**config.mk**
```make
export PLATFORM = sky130hd
export DESIGN_NAME = dcache_port_arbiter
export DESIGN_NICKNAME = d
export VERILOG_FILES = /design/src/rtl/dcache_port_arbiter.sv
export SDC_FILE = /design/constraint.sdc
export NUM_CORES = 1
export LEC_CHECK = 0
export ABC_AREA = 1
export CAP_MARGIN = 20
export CORE_ASPECT_RATIO = 1.4
export CORE_MARGIN = 1
export CORE_UTILIZATION = 30
export CTS_CLUSTER_DIAMETER = 50
export DETAILED_ROUTE_END_ITERATION = 16
export HOLD_SLACK_MARGIN = 0.03
export PLACE_DENSITY = 0.62
export SKIP_CTS_REPAIR_TIMING = 1
export SYNTH_ARGS = -nofsm -noshare
export SYNTH_HDL_FRONTEND = slang
export SYNTH_SLANG_ARGS = --single-unit
export TNS_END_PERCENT = 20
```
**constraint.sdc**
```tcl
create_clock -name clock -period 5.2 [get_ports clock]
set_clock_uncertainty 0.1 [all_clocks]
set_input_delay 0.52 -clock clock [delete_from_list [all_inputs] [get_ports clock]]
set_output_delay 0.52 -clock clock [all_outputs]
set_load 0.005 [all_outputs]
```
**src/rtl/dcache_port_arbiter.sv**
```systemverilog
// Arbitrates the single dcache request port between committed-store drain and
// NUM_LD load requesters; one registered outgoing request with valid/ready.
//
// state     | meaning
// ----------|-------------------------------------------------------------
// ST_NORMAL | loads preferred, store forced by starvation or SQ pressure
// ST_DRAIN  | loads blocked, stores issued until SQ and port are empty
// ST_DONE   | drain complete, drain_done high, nothing accepted
module dcache_port_arbiter #(
  parameter int NUM_LD       = 2,
  parameter int LD_ID_BITS   = 1,
  parameter int STARVE_LIMIT = 4
) (
  input  logic                   clock,
  input  logic                   reset,
  input  logic                   st_req_valid,
  input  logic [31:0]            st_req_addr,
  input  logic [1:0]             st_req_size,
  input  logic [31:0]            st_req_data,
  output logic                   st_req_accept,
  input  logic [NUM_LD-1:0]      ld_req_valid,
  input  logic [NUM_LD*32-1:0]   ld_req_addr,
  input  logic [NUM_LD*2-1:0]    ld_req_size,
  output logic [NUM_LD-1:0]      ld_req_accept,
  input  logic                   sq_almost_full,
  input  logic                   sq_empty,
  input  logic                   drain_req,
  output logic                   drain_done,
  output logic                   mem_valid,
  output logic                   mem_is_store,
  output logic [31:0]            mem_addr,
  output logic [1:0]             mem_size,
  output logic [31:0]            mem_data,
  output logic [LD_ID_BITS-1:0]  mem_ld_id,
  input  logic                   mem_ready
);

  typedef enum logic [1:0] {ST_NORMAL, ST_DRAIN, ST_DONE} state_t;

  localparam int CNT_BITS = $clog2(STARVE_LIMIT + 1);
  localparam logic [CNT_BITS-1:0] CNT_MAX = CNT_BITS'(STARVE_LIMIT);

  state_t                  state_q, state_d;
  logic [LD_ID_BITS-1:0]   rr_ptr;
  logic [LD_ID_BITS-1:0]   rr_next;
  logic [CNT_BITS-1:0]     starve_cnt;

  logic                    can_load;
  logic                    st_pref;
  logic                    grant_st;
  logic                    grant_ld;
  logic                    ld_found;
  logic [LD_ID_BITS-1:0]   ld_sel;
  logic [NUM_LD-1:0]       ld_rot;
  logic [2*NUM_LD-1:0]     ld_dbl;
  logic [31:0]             sel_addr;
  logic [1:0]              sel_size;
  int                      win;

  assign can_load = !mem_valid || mem_ready;
  assign ld_dbl   = {ld_req_valid, ld_req_valid};

  // Rotate the valid vector so bit 0 is the requester at rr_ptr, then take
  // the first set bit; this is the round-robin search from rr_ptr upward.
  always_comb begin
    ld_rot   = NUM_LD'(ld_dbl >> rr_ptr);
    ld_found = 1'b0;
    ld_sel   = '0;
    win      = 0;
    for (int i = 0; i < NUM_LD; i++) begin
      if (!ld_found && ld_rot[i]) begin
        ld_found = 1'b1;
        win      = int'(rr_ptr) + i;
        if (win >= NUM_LD) win = win - NUM_LD;
        ld_sel   = LD_ID_BITS'(win);
      end
    end
  end

  always_comb begin
    sel_addr = '0;
    sel_size = '0;
    for (int k = 0; k < NUM_LD; k++) begin
      if (ld_sel == LD_ID_BITS'(k)) begin
        sel_addr = ld_req_addr[k*32 +: 32];
        sel_size = ld_req_size[k*2 +: 2];
      end
    end
  end

  assign rr_next = (ld_sel == LD_ID_BITS'(NUM_LD - 1)) ? '0 : ld_sel + LD_ID_BITS'(1);

  assign st_pref = st_req_valid &&
                   (sq_almost_full || (starve_cnt == CNT_MAX) || !(|ld_req_valid));

  always_comb begin
    grant_st = 1'b0;
    grant_ld = 1'b0;
    if (reset && can_load) begin
      case (state_q)
        ST_NORMAL: begin
          if (st_pref)       grant_st = 1'b1;
          else if (ld_found) grant_ld = 1'b1;
        end
        ST_DRAIN: grant_st = st_req_valid;
        default: ;
      endcase
    end
  end

  assign st_req_accept = grant_st;
  assign ld_req_accept = grant_ld ? (NUM_LD'(1) << ld_sel) : '0;

  // The in-flight store must handshake before the drain is considered done.
  always_comb begin
    state_d = state_q;
    case (state_q)
      ST_NORMAL: if (drain_req) state_d = ST_DRAIN;
      ST_DRAIN: begin
        if (!drain_req)
          state_d = ST_NORMAL;
        else if (sq_empty && !st_req_valid && !(mem_valid && mem_is_store))
          state_d = ST_DONE;
      end
      ST_DONE: if (!drain_req) state_d = ST_NORMAL;
      default: state_d = ST_NORMAL;
    endcase
  end

  always_ff @(posedge clock or negedge reset) begin
    if (!reset) begin
      state_q    <= ST_NORMAL;
      drain_done <= 1'b0;
      rr_ptr     <= '0;
      starve_cnt <= '0;
    end else begin
      state_q    <= state_d;
      drain_done <= (state_q == ST_DONE) && (state_d == ST_DONE);
      if (grant_ld) rr_ptr <= rr_next;
      if (grant_st)
        starve_cnt <= '0;
      else if (st_req_valid && (starve_cnt != CNT_MAX))
        starve_cnt <= starve_cnt + CNT_BITS'(1);
    end
  end

  always_ff @(posedge clock or negedge reset) begin
    if (!reset) begin
      mem_valid    <= 1'b0;
      mem_is_store <= 1'b0;
      mem_addr     <= '0;
      mem_size     <= '0;
      mem_data     <= '0;
      mem_ld_id    <= '0;
    end else if (can_load) begin
      if (grant_st) begin
        mem_valid    <= 1'b1;
        mem_is_store <= 1'b1;
        mem_addr     <= st_req_addr;
        mem_size     <= st_req_size;
        mem_data     <= st_req_data;
        mem_ld_id    <= '0;
      end else if (grant_ld) begin
        mem_valid    <= 1'b1;
        mem_is_store <= 1'b0;
        mem_addr     <= sel_addr;
        mem_size     <= sel_size;
        mem_data     <= '0;
        mem_ld_id    <= ld_sel;
      end else begin
        mem_valid    <= 1'b0;
      end
    end
  end

endmodule

```
==> flow_results.xml, run 1 <==
<?xml version="1.0" encoding="UTF-8"?>
<metrics>
  <group name="route">
    <metric name="drt_iter0_markers" unit="">101</metric>
    <metric name="viasPerCell" unit="">4.47</metric>
    <metric name="drt_pass1_iterations" unit="">4</metric>
    <metric name="total_length_of_routed_wires" unit="mm">12.8</metric>
    <metric name="drt_drc_violations_left" unit="">0</metric>
    <metric name="num_vias" unit="">4275</metric>
    <metric name="wl_per_cell" unit="microns">13.4</metric>
    <metric name="ant_nets" unit="">0</metric>
  </group>
  <group name="die">
    <metric name="die_area" unit="sq um">14400</metric>
    <metric name="rows" unit="">50</metric>
    <metric name="initial_cell_density_of_the_core" unit="">0.309</metric>
    <metric name="floorplan.die.width" unit="microns">102</metric>
    <metric name="core" unit="sq um">13500</metric>
    <metric name="chipHeight" unit="microns">142</metric>
    <metric name="ios" unit="">216</metric>
  </group>
  <group name="timing">
    <metric name="max-slew-margin-rel" unit="">0.376</metric>
    <metric name="fin_crit_sh" unit="">0.665</metric>
    <metric name="max_clock_freq" unit="MHz">289</metric>
    <metric name="final.setup.tns" unit="ns">0</metric>
    <metric name="maxSlewViolCount" unit="">0</metric>
    <metric name="final.hold.worst_slack" unit="ns">0.331</metric>
    <metric name="setup_viol" unit="">0</metric>
    <metric name="tightestPinTransition" unit="ns">0.935</metric>
    <metric name="unrepaired_setup_endpoints_after_global_routing" unit="">false</metric>
    <metric name="min_period" unit="ns">3.46</metric>
    <metric name="hold_viol" unit="">0</metric>
    <metric name="fin_ws" unit="ns">1.74</metric>
  </group>
  <group name="critical_path">
    <metric name="crit-reg2reg-launch" unit="">starve_cnt[0]</metric>
    <metric name="timing.critical_path.fanout_max" unit="">39</metric>
    <metric name="endpoint_kind" unit="">output pin</metric>
    <metric name="startpoint_type" unit="">input port</metric>
    <metric name="worst_path_required" unit="ns">4.58</metric>
    <metric name="worst_r2r_endpoint" unit="">mem_addr[26]</metric>
    <metric name="reg2reg_setup_slack" unit="ns">2.27</metric>
    <metric name="rr_worst_depth" unit="">10</metric>
    <metric name="arrival" unit="ns">2.84</metric>
    <metric name="path_class" unit="">in -&gt; out</metric>
  </group>
  <group name="synthesis">
    <metric name="synth.yosys.warnings" unit="">0</metric>
    <metric name="ffs_latches_synth" unit="">76</metric>
    <metric name="netlist_instances" unit="">570</metric>
    <metric name="synth.avg_cell_area" unit="sq um">7.33</metric>
    <metric name="yosys.cell_types.count" unit="">24</metric>
    <metric name="ys_seq_area_frac" unit="">0.455</metric>
    <metric name="synth_top_area_cell" unit="">dfrtp_1</metric>
    <metric name="synth_largest_type_area_fraction" unit="">0.455</metric>
    <metric name="netlist_area" unit="sq um">4180</metric>
    <metric name="syn-num-nets" unit="">715</metric>
    <metric name="area_contributors_post_synth" unit="">dfrtp_1, nand2_1, nand3b_1</metric>
  </group>
  <group name="power_and_ir_drop">
    <metric name="max-vdd-ir-drop" unit="mV">0.158</metric>
    <metric name="power.leakage" unit="nW">3.36</metric>
    <metric name="report.power.total" unit="mW">2.44</metric>
    <metric name="pwr_per_cell_area" unit="nW/um^2">361</metric>
  </group>
  <group name="place">
    <metric name="io_buffer_count" unit="">215</metric>
    <metric name="detailedPlace.worstSlack" unit="ns">1.20</metric>
    <metric name="gp_congestion" unit="">0.888</metric>
    <metric name="place_hpwl" unit="mm">9.45</metric>
  </group>
  <group name="clock_tree">
    <metric name="ctsHtreeMaxLevel" unit="">3</metric>
    <metric name="cts_inserted_buffers" unit="">9</metric>
    <metric name="path_clk_slew" unit="ns">0.06</metric>
    <metric name="clock_tree.root_cell" unit="">clkbuf_16</metric>
    <metric name="tritoncts" unit="">yes</metric>
    <metric name="clkLatencyLatePin" unit="ns">0.33</metric>
    <metric name="cts_num_sinks" unit="">76</metric>
    <metric name="ctsLongestPathBuffers" unit="">2</metric>
  </group>
  <group name="global_route">
    <metric name="grt_antenna_before_repair" unit="">0</metric>
    <metric name="via_count_of_the_first_global_routing_pass" unit="">4222</metric>
    <metric name="grt_start_max_net_pins" unit="">77</metric>
    <metric name="grt_util_all_layers" unit="">0.181</metric>
    <metric name="gr-total-overflow" unit="">0</metric>
    <metric name="grt_pass1_wl" unit="mm">20.4</metric>
  </group>
  <group name="final_layout">
    <metric name="area_growth_synth_to_finish" unit="%">62.1</metric>
    <metric name="multi_input_area" unit="sq um">1920</metric>
    <metric name="final_core_util" unit="">0.501</metric>
    <metric name="fillerInstances" unit="">1295</metric>
    <metric name="post_route_cells_drive_above_1_share" unit="">0.0426</metric>
    <metric name="final_net_count" unit="">916</metric>
    <metric name="sequential_cell_area" unit="sq um">1900</metric>
    <metric name="antennaDiodeCount" unit="">0</metric>
  </group>
  <group name="worst_hold_path">
    <metric name="timing.hold.worst_path_depth" unit="">1</metric>
    <metric name="holdPathEnd" unit="">state_q[0]</metric>
    <metric name="launch_instance_of_the_worst_min_delay_path" unit="">state_q[1]</metric>
    <metric name="timing.hold.worst.class" unit="">reg -&gt; reg</metric>
  </group>
  <group name="flow_run">
    <metric name="maxCapViolations" unit="">0</metric>
  </group>
  <group name="run_status">
    <metric name="status" unit="">finished, final reports clean</metric>
  </group>
</metrics>
==> state kept, by name, summed over array words and instances (netlist names) <==
register,flops
mem_addr,32
mem_data,32
starve_cnt,3
mem_size,2
state_q,2
drain_done,1
mem_is_store,1
mem_ld_id,1
mem_valid,1
rr_ptr,1
==> placed cells by master (no fill, tap or decap), drive strengths merged <==
cell type,n
a21oi,2
a31o,2
and3,1
buf,9
bufinv,2
clkbuf,10
clkdlybuf4s50,214
clkinv,2
clkinvlp,1
dfrtp,76
ha,2
inv,49
nand2,288
nand3,37
nand3b,68
nand4,1
nor2,8
nor3,2
xor2,1
==> power breakdown <==
group          total, mW  leakage, nW  internal (mW)  switching, mW
clock              0.669        0.155          0.433          0.236
sequential         0.880        0.951          0.770          0.110
combinational      0.896         2.26          0.516          0.380
total               2.44         3.36           1.72          0.726
==> layer usage <==
layer | GRT usage | part of all wire | vias up
li1 | - | - | 2162
met5 | 0 | 0 | -
met4 | 0.0694 | 0.026 | 0
met2 | 0.323 | 0.50 | 169
met1 | 0.205 | 0.40 | 1920
met3 | 0.0443 | 0.073 | 24
==> synth_stat cells <==
cell and number:
nand3_1 37, dfrtp_1 76, nor2_4 1, xor2_1 1, and3_1 1, nor2_1 5, nand2_1 285, nand4_1 1
nor2_2 2, nand3b_1 68, buf_2 14, clkbuf_1 11, nand2_2 2, ha_1 2, inv_2 1, nor3_1 2
buf_1 1, nand2_4 1, inv_1 47, clkinv_1 1, buf_6 3, a31o_2 2, a21oi_1 2, buf_4 4
==> kinds of logic (layout without fill, tap and decap cells) <==
group | after synthesis | after routing | share of synthesized area
AO/OA/AOI/OAI | 4 | 4 | 0.00659
XOR/XNOR | 1 | 1 | 0.00210
AND/OR/NAND/NOR | 405 | 405 | 0.444
flip-flops | 76 | 76 | 0.455
buffers and inverters | 82 | 287 | 0.0868
adder cells (fa/ha/maj) | 2 | 2 | 0.00599
==> through the flow <==
stage | std cells | area (sq um)
after floorplan | 570 | 4180
after CTS | 956 | 6760
after global routing | 957 | 6780
after global placement | 941 | 6430
final | 957 | 6780
after detailed placement | 941 | 6430
==> worst max-delay path, stage by stage <==
cell and delay [ns]:
clkdlybuf4s50_1 0.45, buf_4 0.35, nor2_2 0.08, nor2_2 0.10, nand2_2 0.07, nand2_2 0.56
clkinv_1 0.19, clkdlybuf4s50_1 0.51
==> worst max path at each step <==
stage,start,to,depth (start not counted)
2_1_floorplan,ld_req_valid[1],st_req_accept,7
3_3_place_gp,ld_req_valid[1],mem_addr[16],10
3_5_place_dp,ld_req_valid[1],mem_addr[26],10
4_1_cts,ld_req_valid[1],mem_addr[31],10
5_1_grt,ld_req_valid[1],st_req_accept,8
6_report,ld_req_valid[1],st_req_accept,8
==> layout make-up <==
type | instances | area share
clock buffer | 10 | 0.0353
inverter | 49 | 0.0271
tap | 182 | 0.0336
multi-input combinational | 412 | 0.283
clock inverter | 5 | 0.0126
sequential | 76 | 0.281
timing repair buffer | 223 | 0.328
Note: power is estimated with default switching activity, not from simulation.
==> run 2: changes to the inputs <==
Settings changed: PLACE_DENSITY 0.62 to 0.64.
Clock period 5.2 ns to 2.98 ns, I/O delays scaled along.
==> run 2 against run 1 <==
Via count increased by 0.14%. Worst setup slack got worse by 1.4 ns. Die area unchanged. Clock-buffer cell count increased by 1. Final area decreased by 0.13%. Sequential share of layout area about the same. Utilization decreased by 0.065 points. Register-to-register slack got worse by 1.4 ns. Routed wire length decreased by 1.5%. Clock power increased by 60%. Sequential cell count unchanged. Critical path type is now reg -> out.
==> flow_results.xml, run 2 (synthesis gave the netlist of run 1 again) <==
<?xml version="1.0" encoding="UTF-8"?>
<metrics>
  <group name="final_layout">
    <metric name="fillerInstances" unit="">1354</metric>
    <metric name="final_core_util" unit="">0.501</metric>
    <metric name="final_net_count" unit="">919</metric>
    <metric name="leading_cell_type_in_the_layout_fill_and_taps_excluded" unit="">nand2_1</metric>
    <metric name="area_growth_synth_to_finish" unit="%">61.9</metric>
    <metric name="fin_cells" unit="">960</metric>
    <metric name="post_route_cells_drive_above_1_share" unit="">0.0450</metric>
    <metric name="biggestRegsByFlops" unit="">mem_addr x32, mem_data x32, starve_cnt x3</metric>
    <metric name="most_frequent_cells_in_the_layout" unit="">nand2_1, clkdlybuf4s50_1, dfrtp_1</metric>
    <metric name="antennaDiodeCount" unit="">0</metric>
  </group>
  <group name="route">
    <metric name="drt_iter0_markers" unit="">105</metric>
    <metric name="wl_per_cell" unit="microns">13.1</metric>
    <metric name="drt_drc_violations_left" unit="">0</metric>
    <metric name="drt_pass1_iterations" unit="">5</metric>
    <metric name="total_length_of_routed_wires" unit="mm">12.6</metric>
    <metric name="num_vias" unit="">4281</metric>
    <metric name="viasPerCell" unit="">4.46</metric>
    <metric name="ant_nets" unit="">0</metric>
  </group>
  <group name="critical_path">
    <metric name="worst_path_required" unit="ns">2.58</metric>
    <metric name="critical-path-slowest-cell" unit="">clkdlybuf4s50_1</metric>
    <metric name="cp_common_cell" unit="">nand2_1</metric>
    <metric name="cp_peak_stage_delay" unit="ns">0.55</metric>
    <metric name="arrival" unit="ns">2.21</metric>
    <metric name="worst-path-buf-inv" unit="">2</metric>
    <metric name="startpoint_type" unit="">flop</metric>
    <metric name="timing.critical_path.fanout_max" unit="">5</metric>
    <metric name="critical_path.cell_chain" unit="">inv_1 &gt; ha_1 &gt; nand2_1 &gt; nand2_1 &gt; nand2_1 &gt; nand3_1 &gt; nor2_1 &gt; clkdlybuf4s50_1</metric>
    <metric name="path_class" unit="">reg -&gt; out</metric>
    <metric name="crit_family" unit="">simple AND/OR/NAND/NOR gates</metric>
    <metric name="endpoint_kind" unit="">output pin</metric>
  </group>
  <group name="power_and_ir_drop">
    <metric name="report.power.total" unit="mW">4.17</metric>
    <metric name="share_seq_of_total_power" unit="">0.367</metric>
    <metric name="power.switching" unit="mW">1.25</metric>
    <metric name="clock_power_share" unit="">0.256</metric>
    <metric name="pwr_per_cell_area" unit="nW/um^2">616</metric>
    <metric name="power.leakage" unit="nW">3.36</metric>
    <metric name="max-vdd-ir-drop" unit="mV">0.290</metric>
    <metric name="p_int" unit="mW">2.91</metric>
    <metric name="comb_power_share" unit="">0.377</metric>
    <metric name="switching_share" unit="">0.301</metric>
  </group>
  <group name="global_route">
    <metric name="grt_antenna_before_repair" unit="">0</metric>
    <metric name="grt_start_max_net_pins" unit="">77</metric>
    <metric name="via_count_of_the_first_global_routing_pass" unit="">4103</metric>
    <metric name="grt_pass1_wl" unit="mm">19.8</metric>
    <metric name="gr-total-overflow" unit="">0</metric>
    <metric name="grt_util_all_layers" unit="">0.179</metric>
  </group>
  <group name="clock_tree">
    <metric name="cts_num_sinks" unit="">76</metric>
    <metric name="clkLatencyLatePin" unit="ns">0.33</metric>
    <metric name="tritoncts" unit="">yes</metric>
    <metric name="path_clk_slew" unit="ns">0.06</metric>
    <metric name="ctsHtreeMaxLevel" unit="">3</metric>
    <metric name="cts_inserted_buffers" unit="">9</metric>
    <metric name="clock_tree.root_cell" unit="">clkbuf_16</metric>
    <metric name="ctsLongestPathBuffers" unit="">2</metric>
  </group>
  <group name="timing">
    <metric name="max_clock_freq" unit="MHz">384</metric>
    <metric name="setup_viol" unit="">0</metric>
    <metric name="hold_viol" unit="">0</metric>
    <metric name="final.setup.tns" unit="ns">0</metric>
    <metric name="tightestPinTransition" unit="ns">0.939</metric>
    <metric name="min_period" unit="ns">2.61</metric>
    <metric name="unrepaired_setup_endpoints_after_global_routing" unit="">false</metric>
    <metric name="max-slew-margin-rel" unit="">0.374</metric>
    <metric name="fin_ws" unit="ns">0.373</metric>
    <metric name="maxSlewViolCount" unit="">0</metric>
    <metric name="fin_crit_sh" unit="">0.875</metric>
  </group>
  <group name="flow_run">
    <metric name="maxCapViolations" unit="">0</metric>
  </group>
  <group name="die">
    <metric name="chipHeight" unit="microns">142</metric>
    <metric name="floorplan.die.width" unit="microns">102</metric>
    <metric name="core" unit="sq um">13500</metric>
    <metric name="ios" unit="">216</metric>
    <metric name="die_area" unit="sq um">14400</metric>
    <metric name="rows" unit="">50</metric>
    <metric name="initial_cell_density_of_the_core" unit="">0.309</metric>
  </group>
  <group name="run_status">
    <metric name="status" unit="">finished, final reports clean</metric>
  </group>
  <group name="place">
    <metric name="dp_cells" unit="">945</metric>
    <metric name="place_hpwl" unit="mm">9.27</metric>
    <metric name="io_buffer_count" unit="">215</metric>
    <metric name="detailedPlace.worstSlack" unit="ns">0.458</metric>
    <metric name="gp_congestion" unit="">0.792</metric>
  </group>
  <group name="worst_hold_path">
    <metric name="timing.hold.worst.class" unit="">in -&gt; async</metric>
  </group>
</metrics>
run 2: cell types whose count changed in the layout (fill, tap and decap cells not counted), sizes merged:
cell / delta
buf: +3
bufinv: -1
clkbuf: +1
clkinvlp: +1
inv: -1
run 2: power groups by stage:
stage	clock network, mW	logic [mW]	registers [mW]
6_report	1.07	1.57	1.53
5_1_grt	1.14	1.75	1.57
4_1_cts	1.10	1.60	1.53
3_5_place_dp	0	1.60	1.54
3_3_place_gp	0	1.58	1.53
2_1_floorplan	0	0.617	1.55
run 2: layout make-up:
type / instances / area [sq um] / area share
Multi-Input combinational cell: 412 / 1920 / 0.283
Tap cell: 182 / 228 / 0.0337
Timing Repair Buffer: 226 / 2240 / 0.332
Clock buffer: 11 / 243 / 0.0359
Inverter: 49 / 184 / 0.0272
Sequential cell: 76 / 1900 / 0.281
Clock inverter: 4 / 50.0 / 0.00740
run 2: metal layers:
metal,up-vias,GRT usage,routed length (microns)
li1,2167,-,-
met1,1952,0.198,4980
met2,152,0.331,6680
met3,10,0.0345,770
met4,0,0.0648,159
met5,-,0,0
run 2: path summary, 6_finish.rpt:
| kind | start | to | slack [ns] | depth (start not counted) |
|---|---|---|---|---|
| setup reg to reg | starve_cnt[0] | mem_addr[9] | 0.91 | 11 |
| hold reg to reg | state_q[1] | state_q[0] | 0.33 | 1 |
| hold / removal | reset | mem_data[26] | 0.13 | 2 |
| min in group clock | state_q[1] | state_q[0] | 0.33 | 1 |
| setup / recovery | starve_cnt[0] | ld_req_accept[1] | 0.37 | 8 |
| max in group asynchronous | reset | mem_addr[17] | 2.05 | 2 |
run 2: per-stage QoR:
stage / instance area [sq um] / hold WS, ns
5_1_grt: 6770 / 0.220
3_5_place_dp: 6470 / 0.326
2_1_floorplan: 4180 / -0.0976
6_report: 6770 / 0.133
3_3_place_gp: 6470 / 0.317
4_1_cts: 6770 / 0.167
